===== src/rtl/dec3x8_strobe.sv =====
// dec3x8_strobe: registered 3-to-8 one-hot decoder with a valid/ready input,
// programmable strobe hold time and a one-entry pending buffer so that
// consecutive strobes run back-to-back without an idle cycle.
module dec3x8_strobe #(
  parameter int unsigned HOLD_CYCLES = 4
) (
  input  logic       clk,
  input  logic       rst,
  input  logic       en,
  input  logic       in_valid,
  output logic       in_ready,
  input  logic [2:0] code,
  output logic [7:0] D,
  output logic       busy,
  output logic       done
);

  // Counter reload value: a strobe occupies HOLD_CYCLES cycles, counting down to 0.
  localparam logic [7:0] RELOAD = 8'(HOLD_CYCLES - 1);

  typedef enum logic [0:0] {
    IDLE = 1'b0,
    HOLD = 1'b1
  } state_t;

  state_t     state_r;
  state_t     state_s;
  logic [7:0] cnt_r;
  logic [7:0] cnt_s;
  logic [7:0] d_r;
  logic [7:0] d_s;
  logic       pend_v_r;
  logic       pend_v_s;
  logic [2:0] pend_code_r;
  logic [2:0] pend_code_s;
  logic       accept_s;
  logic       last_s;

  // Binary index to one-hot; the only way a value is ever loaded onto D.
  function automatic logic [7:0] onehot8(input logic [2:0] idx);
    onehot8 = 8'h01 << idx;
  endfunction

  // Ready depends only on registered state, en and rst, never on in_valid.
  assign in_ready = en && !pend_v_r && !rst;
  assign accept_s = in_valid && in_ready;
  assign last_s   = (cnt_r == 8'd0);

  assign D    = d_r;
  assign busy = (state_r == HOLD);
  assign done = busy && last_s && en;

  // Next-state and next-strobe decision; en low aborts everything.
  always_comb begin
    state_s     = state_r;
    cnt_s       = cnt_r;
    d_s         = d_r;
    pend_v_s    = pend_v_r;
    pend_code_s = pend_code_r;
    if (!en) begin
      state_s  = IDLE;
      cnt_s    = 8'd0;
      d_s      = 8'h00;
      pend_v_s = 1'b0;
    end else begin
      case (state_r)
        IDLE: begin
          if (accept_s) begin
            d_s     = onehot8(code);
            cnt_s   = RELOAD;
            state_s = HOLD;
          end else begin
            d_s = 8'h00;
          end
        end
        HOLD: begin
          if (!last_s) begin
            cnt_s = cnt_r - 8'd1;
            if (accept_s) begin
              pend_code_s = code;
              pend_v_s    = 1'b1;
            end else begin
              pend_v_s = pend_v_r;
            end
          end else if (pend_v_r) begin
            // Queued code takes over at the edge after done.
            d_s      = onehot8(pend_code_r);
            cnt_s    = RELOAD;
            pend_v_s = 1'b0;
          end else if (accept_s) begin
            // Direct load in the last cycle, bypassing the pending buffer.
            d_s   = onehot8(code);
            cnt_s = RELOAD;
          end else begin
            d_s     = 8'h00;
            state_s = IDLE;
          end
        end
        default: begin
          state_s  = IDLE;
          cnt_s    = 8'd0;
          d_s      = 8'h00;
          pend_v_s = 1'b0;
        end
      endcase
    end
  end

  // State, counter, strobe and pending-buffer registers with synchronous reset.
  always_ff @(posedge clk) begin
    if (rst) begin
      state_r     <= IDLE;
      cnt_r       <= 8'd0;
      d_r         <= 8'h00;
      pend_v_r    <= 1'b0;
      pend_code_r <= 3'd0;
    end else begin
      state_r     <= state_s;
      cnt_r       <= cnt_s;
      d_r         <= d_s;
      pend_v_r    <= pend_v_s;
      pend_code_r <= pend_code_s;
    end
  end

endmodule


===== config.mk =====
export PLATFORM = sky130hd
export DESIGN_NAME = dec3x8_strobe
export DESIGN_NICKNAME = d
export VERILOG_FILES = /design/src/rtl/dec3x8_strobe.sv
export SDC_FILE = /design/constraint.sdc
export NUM_CORES = 1
export LEC_CHECK = 0
export CAP_MARGIN = 20
export CORE_UTILIZATION = 40
export CTS_CLUSTER_DIAMETER = 100
export DETAILED_ROUTE_END_ITERATION = 10
export PLACE_DENSITY = 0.62
export SYNTH_ARGS = -nofsm -noshare
export SYNTH_HDL_FRONTEND = slang
export SYNTH_SLANG_ARGS = --single-unit
export TNS_END_PERCENT = 20

===== constraint.sdc =====
create_clock -name clk -period 3.1 [get_ports clk]
set_input_delay 0.62 -clock clk [delete_from_list [all_inputs] [get_ports clk]]
set_output_delay 0.62 -clock clk [all_outputs]
set_load 0.02 [all_outputs]

# ---- Word-level counts from Yosys, hierarchy flattened
# Cells that the tools add are included.
dict set report word_totals {
  inputBits 7
  wordCells 38
  output_inout_bits 11
  register_bits 21
}
dict set report op_classes {
  n_reduce_logical 12
  shifts 2
  mux 14
  eq_ne 1
  n_addsub 1
  bitwise_logic 3
}
# cell count
set op_table {}
lappend op_table {{$mux W8} 6}
lappend op_table {{$pmux W8 S2} 2}
lappend op_table {{$shl A1 B3 Y8 const A} 2}
lappend op_table {{$logic_not A8 Y1} 1}
lappend op_table {{$sub A8 B1 Y8 const B} 1}
lappend op_table {{$logic_and A1 B1 Y1} 5}
lappend op_table {{$mux W1} 5}
lappend op_table {{$reduce_and A4 Y1} 1}
lappend op_table {{$not A1 Y1} 3}
lappend op_table {{$logic_not A1 Y1} 2}
lappend op_table {{$ne A2 B1 Y1 const B} 1}
lappend op_table {{$pmux W1 S2} 1}
lappend op_table {{$reduce_and A2 Y1} 1}
lappend op_table {{$reduce_bool A2 Y1} 1}
lappend op_table {{$reduce_or A2 Y1} 1}

# ---- Longest topological paths before layout
# Gate-level depths: netlist (run 1).
dict set report depth {
  ltp_word 8
  ltp_mapped 7
  mapped_depth_nobuf 6
}

# ---- Worst setup path before layout (run 1)
# OpenSTA, ideal clock, no wires.
dict set report synth_path {
  kind {reg-to-output}
  start {register cnt_r[0]}
  end {output done}
  path_stages_with_launch 5
  t_arrival_ns 1.578
  path_slack_ns 0.902
  required_ns 2.480
  cell_sequence {dfxtp_1 inv_1 ha_1 or3b_2 nor3_1}
}
dict set report synth_between {
  elab_chain_len 3
}
# item line_no
set synth_lines {}
lappend synth_lines {{start, declared} 28} ;# logic [7:0] cnt_r;
lappend synth_lines {{start signal, assigned} 119} ;# cnt_r <= cnt_s;
lappend synth_lines {{$logic_not A8 Y1} 47} ;# assign last_s = (cnt_r == 8'd0);
lappend synth_lines {{$logic_and A1 B1 Y1 (2 in series)} 51} ;# assign done = busy && last_s && en;
lappend synth_lines {{end, declared} 15} ;# output logic done
# Every way passes these cells.

# ---- Worst setup path after layout (run 1)
# Ends and elaborated chain as after synthesis.

==> metrics.cfg, run 1 <==
[worst_setup_path]
critPathCaptureType = primary output
cpMaxStageDelayCell = clkdlybuf4s50_1
criticalPathCategory = reg2out
crit_fanout = 4
cpPeakStageDelay_ns = 0.62
cp.depth = 5
crit_buf_inv = 2
rr_worst_depth = 6
crit_path_cell_trace = inv_1 > ha_1 > or3b_2 > nor3_1 > clkdlybuf4s50_1
critical_path_arrival_ns = 2.31
critPathLaunchType = register
cpLargestDelayFamily = buffers and inverters
critical_path_required_ns = 2.48

[drt]
postRouteAntennaNets = 0
drc = 0
drtPass1Iterations = 4
drt-total-wl_mm = 2.56
first_iter_violations = 24
via_per_inst = 5.74
num_vias = 1027
routedWlPerCell_um = 14.3

[floorplan]
initial_core_util_pct = 43.2
die_h_um = 54.4
ios = 18
coreArea_mm2 = 0.00254
die_w_um = 54.4
die-area_mm2 = 0.00296
row_count = 18

[timing]
skew_ns = 0.00254
fin_setup_tns_ns = 0
setup_ws_ns = 0.173
rsz0062_at_grt = no
period_share_pct = 94.4
fmax_ghz = 0.342
layout_min_cycle_time_ns = 2.93
holdWs_ns = 0.526
final_hold_viol_count = 0
slew_headroom_pct = 55.4
worst_pin_slew_ns = 0.665
setup_violations = 0
drv_slew = 0

[global_route]
first_global_vias = 932
grt_use_total_pct = 19.3
antenna_found_initial = 0
grt_start_max_net_pins = 17
gr-total-overflow = 0
grt_first_pass_wirelength_mm = 4.22

[logic_synthesis]
synth_async_sr_flop_share_pct = 0
synth_edf_count = 0
synth_cell_types = 41
synthCells = 131
ys_seq_area_share_pct = 38.2
yosysMostFrequentCell = dfxtp_1
synth_fp_nets = 140
synth_area_mm2 = 0.00110
syn_avg_cell_area_um2 = 8.40
synthTopCellsByArea = dfxtp_1, o21ai_0, nor2_1
yosysWarnings = 0
netlist_top_cells_count = dfxtp_1, nor2_1, o21ai_0
yosys.area.top_type = dfxtp_1
synth-main-ff-cell = dfxtp_1
netlist.area_leader.share_pct = 38.2
ys_ff_latch = 21

[clocking]
clkLatencyLatePin_ns = 0.31
cts_max_level = 1
cts-root-buf = clkbuf_4
clock-sinks = 21
cts-resized-gates = 0
post-cts-setup-buffers = 0
clockBufferDepth = 2
hold_buffers = 0
cts_tree = done
cts_buffers = 3
clk_pin_slew_ns = 0.13

[final_layout]
diodes = 0
seq_area_um2 = 420
fin_cells = 179
nNetsFinal = 159
nFillCells = 272
drive_gt1_share_pct = 8.72
area_delta_synth_final_pct = 19.6
multi_input_area_um2 = 641

[run_status]
status = complete, no violations

[worst_hold_path]
hold_path_depth = 2
hp-class = reg2reg

[placement]
dpl.hpwl_mm = 1.87
io_buffers = 17
place.gp.congestion = 0.889
pre_cts_slack_ns = 0.350
placed_cells = 175

[pwr]
vdd_drop_max_mv = 0.234
p_per_area_mw_per_mm2 = 375
finalPower_mw = 0.494
power_leakage_nw = 0.459

[flow_run]
cap_violations = 0

cells in the final DEF, fill, tap and decap left out, drive strengths merged:
master          n
dfxtp          21
clkdlybuf4s50  17
nor2           16
o21ai          16
a21oi          12
nand2           7
nor3            6
nor2b           6
a31oi           4
nor4            4
inv             3
nand2b          3
mux2i           3
nand3           3
clkbuf          3
nor3b           2
o21bai          2
a211oi          2
ha              2
or3b            1
or4             1
and4bb          1
o211ai          1
nand3b          1
a32o            1
a21boi          1
a32oi           1
o31a            1
a221oi          1
a22o            1
a211o           1
nand4           1
a41oi           1
a311oi          1
clkinv          1
buf             1
layer usage:
metal	global-route usage [%]	wire length, um	vias to the layer above
met5	0	0	-
met4	4.27	0	0
met3	2.50	91	0
met2	29.5	1090	23
met1	28.4	1380	475
li1	-	-	529
state kept, by name, indices dropped and copies added, names as in the netlist:
signal / flops
D: 8
pend_v_r: 1
pend_code_r: 3
cnt_r: 8
busy: 1
stage by stage:
stage	util, %	instance area (um2)
2_1_floorplan	-	1100
3_3_place_gp	50.6	1290
3_5_place_dp	50.6	1290
4_1_cts	51.7	1320
5_1_grt	51.7	1320
6_report	51.7	1320
path summary, 6_finish.rpt:
path | start | to | slack, ns
worst max-delay path | cnt_r[0]$_SDFF_PP0_ | done | 0.17
worst min-delay path | D[6]$_SDFFE_PP0P_ | D[6]$_SDFFE_PP0P_ | 0.53
worst max register to register | cnt_r[0]$_SDFF_PP0_ | D[0]$_SDFFE_PP0P_ | 1.01
worst min register to register | D[6]$_SDFFE_PP0P_ | D[6]$_SDFFE_PP0P_ | 0.53
worst register-to-register path, cell delays in order, from the launching register on:
cell and delay [ns]:
dfxtp_1 0.34, inv_1 0.12, ha_1 0.18, nor3b_1 0.55
a21boi_0 0.40, a221oi_1 0.32, nor2_1 0.08
power breakdown:
part | internal [mW] | total [mW] | switching, mW
sequential | 0.274 | 0.280 | 0.00566
clock | 0.0483 | 0.142 | 0.0941
combinational | 0.0303 | 0.0715 | 0.0412
total | 0.353 | 0.494 | 0.141
area by class of cell:
class                           count  share of cell area [%]
Tap cell                           30                    2.85
Clock inverter                      1                   0.381
Multi-Input combinational cell    103                    48.7
Sequential cell                    21                    32.0
Clock buffer                        3                    1.71
Inverter                            3                   0.856
Timing Repair Buffer               18                    13.5
cell families after synthesis:
| group | Yosys count | share of synthesized area (%) |
|---|---|---|
| mux | 3 | 2.73 |
| simple gates | 52 | 25.5 |
| flops | 21 | 38.2 |
| fa+ha+maj | 2 | 2.27 |
| buf+inv | 7 | 3.53 |
| compound gates | 46 | 27.8 |
Note: power is estimated with default switching activity, not from simulation.
==> inputs of run 2 (changes only) <==
--- a/config.mk
+++ b/config.mk
@@ -6,6 +6,7 @@
 export NUM_CORES = 1
 export LEC_CHECK = 0
 export CAP_MARGIN = 20
+export CORE_ASPECT_RATIO = 0.75
 export CORE_UTILIZATION = 40
 export CTS_CLUSTER_DIAMETER = 100
 export DETAILED_ROUTE_END_ITERATION = 10
==> run 2 against run 1 <==
Against the previous run: sequential share of layout area shrank 0.36 points; clock-buffer cell count is the same; sequential power is essentially flat; highest routed layer is now met4; power shrank 1.6%; critical endpoint unchanged; die area is essentially flat; wire length grew 0.59%; clock skew grew 0.0027 ns; maximum frequency shrank 0.27%; critical path depth is the same; first-iteration DRC count grew 54%; sequential cell count is the same.
==> metrics.cfg, run 2 (synthesis results as in run 1) <==
[global_route]
first_global_vias = 852  ; -8.6%
antenna_found_initial = 0  ; unchanged
grt_start_max_net_pins = 17  ; unchanged
gr-total-overflow = 0  ; unchanged
grt_use_total_pct = 19.0  ; -0.34 points
grt_first_pass_wirelength_mm = 4.21  ; -0.14%

[clocking]
cts-root-buf = clkbuf_4
cts-resized-gates = 0  ; unchanged
clock-sinks = 21  ; unchanged
cts_buffers = 3  ; unchanged
post-cts-setup-buffers = 0  ; unchanged
cts_tree = done
clk_pin_slew_ns = 0.12  ; about the same
clkLatencyLatePin_ns = 0.30  ; about the same
hold_buffers = 0  ; unchanged
clockBufferDepth = 2  ; unchanged
cts_max_level = 1  ; unchanged

[placement]
io_buffers = 17  ; unchanged
dpl.hpwl_mm = 1.96  ; +4.7%
placed_area_mm2 = 0.00130  ; +1.2%
place.gp.congestion = 0.800  ; -9.9%

[worst_setup_path]
crit_buf_inv = 2  ; unchanged
criticalPathCategory = reg2out
cpMaxStageDelayCell = clkdlybuf4s50_1
crit_path_cell_trace = inv_1 > ha_1 > or3b_2 > nor3_1 > clkdlybuf4s50_1
critPathCaptureType = primary output
critPathLaunchType = register
cpPeakStageDelay_ns = 0.63  ; about the same
critical_path_required_ns = 2.48  ; about the same
critical_path_arrival_ns = 2.32  ; about the same
cpLargestDelayFamily = buffers and inverters
crit_fanout = 4  ; unchanged

[floorplan]
initial_core_util_pct = 42.3  ; -0.96 points
row_count = 16  ; -2
die_w_um = 62.5  ; +15%
coreArea_mm2 = 0.00260  ; +2.3%
die_h_um = 47.4  ; -13%
ios = 18  ; unchanged
die-area_mm2 = 0.00297  ; about the same

[timing]
setup_violations = 0  ; unchanged
final_hold_viol_count = 0  ; unchanged
layout_min_cycle_time_ns = 2.94  ; +0.00802 ns
fmax_ghz = 0.341  ; -0.27%
period_share_pct = 94.7  ; +0.26 points
slew_headroom_pct = 51.7  ; -3.7 points
rsz0062_at_grt = no
fin_setup_tns_ns = 0  ; unchanged
worst_pin_slew_ns = 0.718  ; +0.0539 ns
skew_ns = 0.00527  ; +0.00273 ns
drv_slew = 0  ; unchanged

[final_layout]
diodes = 0  ; unchanged
nFillCells = 276  ; +1.5%
most-common-layout-cells = dfxtp_1, clkdlybuf4s50_1, nor2_1
final_common_cell = dfxtp_1
multi_input_area_um2 = 641  ; unchanged
area_delta_synth_final_pct = 20.9
nNetsFinal = 160  ; +0.63%
drive_gt1_share_pct = 9.33  ; +0.61 points
seq_area_um2 = 420  ; unchanged
final_area_mm2 = 0.00133  ; +1.1%

[drt]
via_per_inst = 5.58  ; -2.7%
drt-total-wl_mm = 2.58  ; +0.59%
routedWlPerCell_um = 13.9  ; -3.2%
num_vias = 1038  ; +1.1%
drtPass1Iterations = 4  ; unchanged
postRouteAntennaNets = 0  ; unchanged
first_iter_violations = 37  ; +54%
drc = 0  ; unchanged

[worst_hold_path]
hp-class = reg2reg

[pwr]
p_per_area_mw_per_mm2 = 365  ; -2.7%
power_leakage_nw = 0.464  ; +1.2%
vdd_drop_max_mv = 0.242  ; +3.3%

[run_status]
status = complete, no violations

[flow_run]
cap_violations = 0  ; unchanged

run 2: cell types whose count changed in the layout (fill, tap and decap cells not counted):
cell / previous run / this run
buf_4: 1 / 2
run 2: final timing paths:
| path | from | endpoint | slack, ns | cells after the start |
|---|---|---|---|---|
| setup / recovery | cnt_r[0]$_SDFF_PP0_ | done | 0.16 | 5 |
| hold / removal | cnt_r[7]$_SDFF_PP0_ | cnt_r[7]$_SDFF_PP0_ | 0.51 | 1 |
| setup reg to reg | cnt_r[0]$_SDFF_PP0_ | D[0]$_SDFFE_PP0P_ | 1.04 | 6 |
| hold reg to reg | cnt_r[7]$_SDFF_PP0_ | cnt_r[7]$_SDFF_PP0_ | 0.51 | 1 |
run 2: cell type report:
class                      count  share of cell area (%)
multi-input combinational    103                    48.2
sequential                    21                    31.6
tap                           36                    3.39
inverter                       3                   0.847
timing repair buffer          19                    13.9
clock buffer                   3                    1.69
clock inverter                 1                   0.376
run 2: metal layers:
metal | vias up | wire, um | track usage [%]
met3 | 2 | 130 | 5.24
met1 | 479 | 1360 | 28.6
met2 | 24 | 1080 | 26.5
met5 | - | 0 | 0
li1 | 533 | - | -
met4 | 0 | 13 | 4.19
run 2: through the flow:
stage | worst slack (ns) | total power, mW | hold slack [ns] | std cells | utilization [%]
3_5_place_dp | 0.313 | 0.358 | 0.499 | 182 | 50.0
5_1_grt | 0.0379 | 0.515 | 0.554 | 186 | 51.1
3_3_place_gp | 0.388 | 0.357 | 0.497 | 182 | 50.0
6_report | 0.165 | 0.486 | 0.511 | 186 | 51.1
4_1_cts | 0.141 | 0.492 | 0.520 | 186 | 51.1
2_1_floorplan | 0.902 | 0.329 | 0.454 | 131 | -
run 2: worst reg2reg max path: stages (launching register included):
cell	delay [ns]
dfxtp_1	0.33
inv_1	0.12
ha_1	0.17
nor3b_1	0.50
a21boi_0	0.41
a221oi_1	0.34
nor2_1	0.09
run 2: power by group:
part | internal, mW | switching [mW]
Combinational | 0.0310 | 0.0447
Clock | 0.0481 | 0.0850
Sequential | 0.274 | 0.00303
Total | 0.353 | 0.133
